### src/rtl/instr_realigner.sv
// ---------------------------------------------------------------------------
// instr_realigner
//
// Turns the 32-bit, 4-byte-aligned fetch-word stream into one instruction per
// cycle for the compressed-expansion stage. 16-bit compressed instructions are
// split out of the fetch words. 32-bit instructions that straddle two fetch
// words are reassembled from a one-halfword holding register. The output is a
// registered valid/ready slot.
//
// Build option: define RVC_REALIGN_EN to enable compressed splitting and
// straddle reassembly. Without it, every fetch word is passed through as a
// 32-bit instruction, and any encoding that needs realignment is flagged
// illegal.
//
// Ports
//   clk_i                  clock
//   rst_i                  synchronous, active-high reset
//   flush_i                drops the held halfword and the output register
//   fetch_valid_i          fetch word available
//   fetch_data_i[31:0]     fetch word (halfword 0 = bits 15:0)
//   fetch_addr_i[VLEN-1:0] PC of the fetch word (bit 1 = redirect into upper half)
//   fetch_ready_o          fetch word consumed this cycle (combinational)
//   instr_valid_o          output register holds an instruction
//   instr_ready_i          downstream accepts the output instruction
//   instr_o[31:0]          raw instruction (compressed: bits 31:16 are zero)
//   instr_pc_o[VLEN-1:0]   PC of instr_o
//   instr_is_compressed_o  instr_o[1:0] != 2'b11
//   instr_illegal_o        unsupported length encoding
// ---------------------------------------------------------------------------
module instr_realigner #(
    parameter int VLEN = 64
) (
    input  logic            clk_i,
    input  logic            rst_i,
    input  logic            flush_i,
    input  logic            fetch_valid_i,
    input  logic [31:0]     fetch_data_i,
    input  logic [VLEN-1:0] fetch_addr_i,
    output logic            fetch_ready_o,
    output logic            instr_valid_o,
    input  logic            instr_ready_i,
    output logic [31:0]     instr_o,
    output logic [VLEN-1:0] instr_pc_o,
    output logic            instr_is_compressed_o,
    output logic            instr_illegal_o
);

    logic            load_ok;
    logic            do_load;
    logic            cand_valid;
    logic [31:0]     cand_instr;
    logic [VLEN-1:0] cand_pc;
    logic            cand_compressed;
    logic            cand_illegal;
    logic            take_word;

    // The output slot can take a new instruction when it is empty or is being
    // drained in this same cycle.
    assign load_ok = !instr_valid_o || instr_ready_i;
    assign do_load = !rst_i && !flush_i && load_ok && cand_valid;

`ifdef RVC_REALIGN_EN

    logic [15:0]     res_q;
    logic [15:0]     res_d;
    logic [VLEN-1:0] res_pc_q;
    logic [VLEN-1:0] res_pc_d;
    logic            res_valid_q;
    logic            res_set;
    logic            res_clr;
    logic            store_only;

    always_comb begin
        cand_valid = 1'b0;
        cand_instr = fetch_data_i;
        cand_pc    = fetch_addr_i;
        take_word  = 1'b0;
        res_set    = 1'b0;
        res_clr    = 1'b0;
        store_only = 1'b0;
        res_d      = fetch_data_i[31:16];
        res_pc_d   = fetch_addr_i + VLEN'(2);

        if (res_valid_q) begin
            if (res_q[1:0] != 2'b11) begin
                // Held compressed instruction: emit it without touching fetch.
                cand_valid = 1'b1;
                cand_instr = {16'h0000, res_q};
                cand_pc    = res_pc_q;
                res_clr    = 1'b1;
            end else if (fetch_valid_i) begin
                // Straddling 32-bit instruction: low half held, high half is
                // the bottom of this word. The top half becomes the new hold.
                cand_valid = 1'b1;
                cand_instr = {fetch_data_i[15:0], res_q};
                cand_pc    = res_pc_q;
                take_word  = 1'b1;
                res_set    = 1'b1;
            end
        end else if (fetch_valid_i) begin
            if (!fetch_addr_i[1]) begin
                take_word  = 1'b1;
                cand_valid = 1'b1;
                if (fetch_data_i[1:0] != 2'b11) begin
                    cand_instr = {16'h0000, fetch_data_i[15:0]};
                    res_set    = 1'b1;
                end
            end else if (fetch_data_i[17:16] != 2'b11) begin
                // Redirect into the upper half, which is a compressed instruction.
                cand_valid = 1'b1;
                cand_instr = {16'h0000, fetch_data_i[31:16]};
                take_word  = 1'b1;
            end else begin
                // Redirect into the start of a straddling 32-bit instruction:
                // park the halfword; the output slot is not needed.
                store_only = 1'b1;
                res_pc_d   = fetch_addr_i;
            end
        end
    end

    assign cand_compressed = (cand_instr[1:0] != 2'b11);
    assign cand_illegal    = !cand_compressed && (cand_instr[4:2] == 3'b111);
    assign fetch_ready_o   = !rst_i && !flush_i && ((take_word && load_ok) || store_only);

    always_ff @(posedge clk_i) begin
        if (rst_i) begin
            res_valid_q <= 1'b0;
        end else if (flush_i) begin
            res_valid_q <= 1'b0;
        end else if (store_only || (do_load && res_set)) begin
            res_valid_q <= 1'b1;
        end else if (do_load && res_clr) begin
            res_valid_q <= 1'b0;
        end
    end

    always_ff @(posedge clk_i) begin
        if (!rst_i && !flush_i && (store_only || (do_load && res_set))) begin
            res_q    <= res_d;
            res_pc_q <= res_pc_d;
        end
    end

`else

    // Pass-through: each fetch word is one 32-bit instruction at its address.
    always_comb begin
        cand_valid = fetch_valid_i;
        cand_instr = fetch_data_i;
        cand_pc    = fetch_addr_i;
        take_word  = fetch_valid_i;
    end

    assign cand_compressed = 1'b0;
    assign cand_illegal    = (fetch_data_i[1:0] != 2'b11) ||
                             (fetch_data_i[4:2] == 3'b111) ||
                             fetch_addr_i[1];
    assign fetch_ready_o   = !rst_i && !flush_i && take_word && load_ok;

`endif

    // Output register stage
    always_ff @(posedge clk_i) begin
        if (rst_i) begin
            instr_valid_o         <= 1'b0;
            instr_o               <= 32'h0;
            instr_pc_o            <= '0;
            instr_is_compressed_o <= 1'b0;
            instr_illegal_o       <= 1'b0;
        end else if (flush_i) begin
            instr_valid_o <= 1'b0;
        end else if (load_ok) begin
            instr_valid_o <= cand_valid;
            if (cand_valid) begin
                instr_o               <= cand_instr;
                instr_pc_o            <= cand_pc;
                instr_is_compressed_o <= cand_compressed;
                instr_illegal_o       <= cand_illegal;
            end
        end
    end

endmodule

### config.mk
export PLATFORM = sky130hd
export DESIGN_NAME = instr_realigner
export DESIGN_NICKNAME = d
export VERILOG_FILES = /design/src/rtl/instr_realigner.sv
export SDC_FILE = /design/constraint.sdc
export NUM_CORES = 1
export LEC_CHECK = 0
export CAP_MARGIN = 20
export CORE_MARGIN = 2
export CORE_UTILIZATION = 42
export DETAILED_ROUTE_END_ITERATION = 7
export PLACE_DENSITY_LB_ADDON = 0.2
export SYNTH_ARGS = -nofsm -noshare
export SYNTH_HDL_FRONTEND = slang
export SYNTH_SLANG_ARGS = --single-unit
### constraint.sdc
create_clock -name clk_i -period 3.7 [get_ports clk_i]
set_clock_uncertainty 0.1 [all_clocks]
set_input_delay 0.925 -clock clk_i [delete_from_list [all_inputs] [get_ports clk_i]]
set_output_delay 0.925 -clock clk_i [all_outputs]
set_load 0.1 [all_outputs]
==> results.md, run 1 <==
- Layout area overhead: 50.3%
- Sequential group share of total power: 44.9%
- Worst setup startpoint: flush_i
- Sw Ratio: 35.3%
- Cells after synthesis: 456
- Ys async rst share: 0%
- Worst Hold Depth: 2
- First-pass GRT wire length: 18000 microns
- Die Span Y: 99.2 microns
- Peak supply drop: 0.204 mV
- Netlist cell types: 17
- CP Max Fanout: 3
- Crit-path cells: clkdlybuf4s50_1 -> nand2b_2 -> nor3_2 -> buf_12
- Via/cell ratio: 5.46
- Antenna viol nets, final: 0
- Crit path capture type: primary output
- Count leader, synth: dfxtp_1
- N_diodes: 0
- Setup CP Type: in -> out
- Clock Power Share: 26.8%
- Internal: 1.62 mW
- Worst Setup Slack, final: 0.624 ns
- Setup repair bufs after CTS: 0
- Clock Sink Count: 98
- CTS tree: done
- Synth Area per Inst: 8.35 sq um
- DIE WIDTH: 99.2 microns
- Setup crit start kind: primary input
- PortBufs: 199
- Non-Filler Instances: 731
- First drt pass iteration count: 4
- Syn Nets: 557
- Combinational fraction of design power: 28.3%
- Total Neg Setup Slack: 0 ns
- Via count: 3990
- Clk_lat worst skew: 0.33 ns
- Row count: 34
- Drc violations: 0
- Most frequent cells after synthesis: 98 x dfxtp_1, 97 x a21oi_1, 97 x nand3_1
- Nets: 719
- Worst Hold End: instr_pc_o[23]
- Placed insts: 715
- Reg-to-Reg End: instr_o[26]
- Area of the mapped netlist: 3810 sq um
- Synth warnings: 0
- GPL Wtd Cong: 0.777
- TritonCTS buffer count: 9
- Layout cell share with drive strength beyond 1: 15.6%
- Clk slew on worst S/H paths: 0.09 ns
- Fmax: 325 MHz
- Cell taking the most area after synthesis: dfxtp_1
- Largest net degree at the start of global routing: 99
- Pleak: 2.12 nW
- Worst slack, placed: 0.624 ns
- Status: finished clean
- Die ar.: 9850 sq um
- FF-to-FF Start: instr_valid_o
- Least-Margin Pin Slew: 1.03 ns
- Initial DRC count: 211
- Crit path largest cell delay: 0.48 ns
- CTS Hold Buffers Added: 0
- R2R Setup Slk: 1.79 ns
- Worst hold start: instr_pc_o[23]
- Hold WC Path Type: reg -> reg
- Initial antenna violation count: 0
- Initial Utilization: 43.5%
- Root buffer cell: clkbuf_8
- DP Wirelength: 7460 microns
- Crit path required time: 2.67 ns
- Slew HR: 31.6%
- Total Routing Usage GR: 22.5%
- Top-area cell type share of the netlist area: 51.5%
- Tmin final: 3.08 ns
- Routed len/inst: 16.0 microns
- Crit path max-delay cell type: clkdlybuf4s50_1
- Max-Cap Viols: 0
- Grt total ovfl: 0
- FF+latch count, synth: 98
- RSZ-0062 raised after global routing: false
- Final setup violation count: 0
- # resized after CTS: 0
- I/O pin cnt: 201
- CORE AREA: 8760 sq um
- Post-synth EDFFs: 0
- Max clock buf depth: 2
- Reg2Reg Depth: 4
- Sequential share of the synthesized area: 51.5%
- Drt total wl: 11700 microns
- WP data arrival: 2.05 ns
- P per Cell Area: 438 nW/um^2
- H-tree Lvls: 3
- NetSw: 0.885 mW
- Area contributors post-synth: dfxtp_1 52%, a21oi_1 13%, nand3_1 13%, o21ai_0 8.8%, o21ai_1 3.8%
- Main flop type after synthesis: dfxtp_1
- Vias in the first global route: 3586
- Slew Limit Fails: 0
- Period Utilization, post-route: 83.1%
- Fin. Hold Viols: 0
-- layer usage --
metal,up-vias,global-route usage [%],wire length (microns)
met4,0,11.6,363
met3,24,5.62,834
met5,-,0,0
met1,1868,29.3,5000
met2,150,34.6,5520
li1,1948,-,-
-- worst max-delay path: cells and delay by family --
family	cells	cell delay, ns
buf+inv	2	0.70
simple gates	2	0.43
-- per-stage QoR --
stage          hold slack, ns  power [mW]  utilization (%)  area (sq um)
6_report                0.377        2.51             65.3          5730
2_1_floorplan           0.836        1.64                -          3810
5_1_grt                 0.401        2.61             65.3          5730
3_5_place_dp            0.366        1.86             63.2          5540
4_1_cts                 0.377        2.53             65.3          5730
3_3_place_gp            0.361        1.85             63.2          5540
-- worst max path at each step --
stage          cells after the start             to  slack, ns
6_report                           4  fetch_ready_o       0.62
4_1_cts                            4  fetch_ready_o       0.62
5_1_grt                            4  fetch_ready_o       0.57
2_1_floorplan                      5  fetch_ready_o       0.09
3_5_place_dp                       4  fetch_ready_o       0.62
3_3_place_gp                       4  fetch_ready_o       0.63
-- power by group through the flow --
| stage | clock network [mW] | registers, mW | logic, mW |
|---|---|---|---|
| 2_1_floorplan | 0 | 1.51 | 0.139 |
| 3_3_place_gp | 0 | 1.15 | 0.705 |
| 3_5_place_dp | 0 | 1.15 | 0.709 |
| 4_1_cts | 0.696 | 1.13 | 0.711 |
| 5_1_grt | 0.744 | 1.13 | 0.737 |
| 6_report | 0.672 | 1.13 | 0.709 |
-- layout by cell type (no fill, tap or decap), drive strengths merged, types with 3 or more instances in the layout --
cell type	n
nor2	3
clkbuf	12
dfxtp	98
nand3	97
clkdlybuf4s50	128
clkinvlp	3
buf	79
o21ai	96
a21oi	97
-- final cells by class --
class,count,area (sq um)
Fill cell,761,3040
Sequential cell,98,1960
Timing Repair Buffer,207,1900
Multi-Input combinational cell,302,1540
Clock buffer,12,135
Tap cell,108,135
Clock inverter,4,52.6
-- sequential cells by signal, indices dropped and copies added, names as in the netlist --
signal           cells
instr_o             32
instr_pc_o          64
instr_illegal_o      1
instr_valid_o        1
-- kinds of logic (layout without fill, tap and decap cells) --
| logic type | Yosys count | after routing | share of synthesized area (%) |
|---|---|---|---|
| AOI/OAI and AO/OA | 194 | 194 | 25.6 |
| buffers and inverters | 56 | 223 | 8.74 |
| DFF | 98 | 98 | 51.5 |
| other | 1 | 1 | 0.0985 |
| and+or+nand+nor | 107 | 107 | 14.1 |
Note: power is estimated with default switching activity, not from simulation.
==> inputs of run 2 (changes only) <==
Settings changed: CORE_UTILIZATION 42 to 35.
Clock period 3.7 ns to 2.8 ns, I/O delays scaled along.
==> results.md, run 2 (synthesis gave the netlist of run 1 again) <==
- Hold WC Path Type: reg -> reg
- Clk_lat worst skew: 0.34 ns (about the same)
- Vias in the first global route: 3686 (+2.8%)
- RSZ-0062 raised after global routing: false
- Peak supply drop: 0.237 mV (+16%)
- GPL Wtd Cong: 0.749 (-3.6%)
- CP Capture Point: fetch_ready_o
- Worst setup startpoint: flush_i
- Family with the most delay on the worst path: buffers and inverters
- Drc violations: 0 (unchanged)
- Power Total: 3.35 mW (+34%)
- WP buf/inv: 2 (unchanged)
- Slew Limit Fails: 0 (unchanged)
- Slew HR: 31.1% (-0.53 points)
- DP Wirelength: 7470 microns (+0.15%)
- I/O pin cnt: 201 (unchanged)
- Grt total ovfl: 0 (unchanged)
- Reg-to-Reg End: instr_pc_o[46]
- Max clock buf depth: 2 (unchanged)
- First-pass GRT wire length: 18000 microns (about the same)
- Period Utilization, post-route: 93.1%
- Final setup violation count: 0 (unchanged)
- Hold_ws: 0.376 ns (-0.00148 ns)
- Worst Setup Slack, final: 0.192 ns (-0.431 ns)
- First drt pass iteration count: 7 (+3)
- Initial Utilization: 35.4% (-8.0 points)
- Pleak: 2.20 nW (+3.9%)
- Setup CP Type: in -> out
- Initial DRC count: 249 (+18%)
- R2R Setup Slk: 0.92 ns (-0.87 ns)
- Layout cell share with drive strength beyond 1: 20.7% (+5.2 points)
- Crit path max-delay cell type: clkdlybuf4s50_1
- Tmin final: 2.61 ns
- Fmax: 383 MHz
- Via count: 3984 (-0.15%)
- H-tree Lvls: 3 (unchanged)
- CTS tree: done
- Max-Cap Viols: 0 (unchanged)
- Reg2Reg Depth: 4 (unchanged)
- CTS Hold Buffers Added: 0 (unchanged)
- Fillers: 1048 (+38%)
- Layout area overhead: 50.8%
- # resized after CTS: 0 (unchanged)
- Row count: 38 (+12%)
- Most frequent cells in the layout: 104 x buf_4, 99 x clkdlybuf4s50_1, 97 x nand3_1, 97 x a21oi_1, 97 x dfxtp_1
- Largest registers: instr_pc_o (64), instr_o (32)
- Setup crit start kind: primary input
- Initial antenna violation count: 0 (unchanged)
- Largest register FFs: 64 (unchanged)
- Final Cell Area: 5740 sq um (+0.31%)
- N_diodes: 0 (unchanged)
- Total Neg Setup Slack: 0 ns (unchanged)
- PortBufs: 199 (unchanged)
- DIE WIDTH: 108 microns (+9.2%)
- Routed len/inst: 15.5 microns (-3.1%)
- Most common cell after layout, fill and taps aside: buf_4
- CP Max Fanout: 2 (-1)
- Crit-path cells: clkdlybuf4s50_1 -> nand2b_2 -> nor3_4 -> buf_12
- Worst slack, placed: 0.142 ns (-0.482 ns)
- Crit path required time: 2.00 ns (-0.67 ns)
- Largest net degree at the start of global routing: 99 (unchanged)
- Clock Sink Count: 98 (unchanged)
- Total Routing Usage GR: 19.1% (-3.4 points)
- Die ar.: 11700 sq um (+19%)
- Die Span Y: 108 microns (+9.2%)
- WP data arrival: 1.81 ns (-0.24 ns)
- Drt total wl: 11800 microns (+1.0%)
- Nets: 719 (unchanged)
- FF-to-FF Start: instr_valid_o
- Root buffer cell: clkbuf_8
- Reg with most FFs: instr_pc_o
- Antenna viol nets, final: 0 (unchanged)
- Fin. Hold Viols: 0 (unchanged)
- P per Cell Area: 584 nW/um^2 (+33%)
- Setup repair bufs after CTS: 0 (unchanged)
- Least-Margin Pin Slew: 1.03 ns (+0.00796 ns)
- Clk slew on worst S/H paths: 0.09 ns (about the same)
- Status: finished clean
- Crit path capture type: primary output
- Via/cell ratio: 5.23 (-4.2%)
- CORE AREA: 10700 sq um (+23%)
- TritonCTS buffer count: 9 (unchanged)
- Placed instance area: 5540 sq um (about the same)
- Critical path depth: 4 (unchanged)
- Crit path largest cell delay: 0.41 ns (-0.07 ns)
[run 2: cell types whose count changed in the layout (fill, tap and decap cells not counted), sizes merged]
| cell | change |
|---|---|
| clkinv | +2 |
| clkbuf | -1 |
| clkinvlp | -2 |
| clkdlybuf4s50 | -29 |
| buf | +29 |
[run 2: per-stage QoR]
stage | cells | utilization [%]
final | 762 | 53.4
after global placement | 747 | 51.6
after CTS | 762 | 53.4
after floorplan | 456 | -
after global routing | 762 | 53.4
after detailed placement | 747 | 51.6
[run 2: per-layer routing]
layer,vias to the layer above,share of wire (%),track usage [%],wire length (microns)
li1,1941,-,-,-
met1,1883,43,25.0,5050
met2,141,47,30.2,5530
met3,19,8.6,5.06,1010
met4,0,2.0,6.96,241
met5,-,0,0,0
[run 2: layout make-up]
class	instances	area, sq um	share of cell area [%]
sequential	98	1960	34.2
clock buffer	11	151	2.64
timing repair buffer	207	1850	32.2
clock inverter	4	51.3	0.893
multi-input combinational	302	1550	27.0
tap	140	175	3.05
[run 2: worst register-to-register path, stage by stage (launching register included)]
cell and delay, ns:
dfxtp_2 0.37, nor2b_4 0.18, buf_4 0.72, o21ai_0 0.25, a21oi_1 0.19
[run 2: where the power goes]
| part | leakage (nW) | switching, mW | internal [mW] |
|---|---|---|---|
| combinational | 1.30 | 0.668 | 0.267 |
| clock | 0.101 | 0.470 | 0.458 |
| sequential | 0.801 | 0.0315 | 1.46 |
| total | 2.20 | 1.17 | 2.18 |
[run 2: how the worst min path moves through the flow]
stage | startpoint | to | slack (ns) | cells after the start
global placement | instr_pc_o[11] | instr_pc_o[11] | 0.36 | 2
global route | instr_pc_o[5] | instr_pc_o[5] | 0.40 | 2
CTS | instr_pc_o[11] | instr_pc_o[11] | 0.38 | 2
finish | instr_pc_o[63] | instr_pc_o[63] | 0.38 | 2
floorplan | flush_i | instr_valid_o | 0.67 | 1
detailed placement | instr_pc_o[63] | instr_pc_o[63] | 0.37 | 2
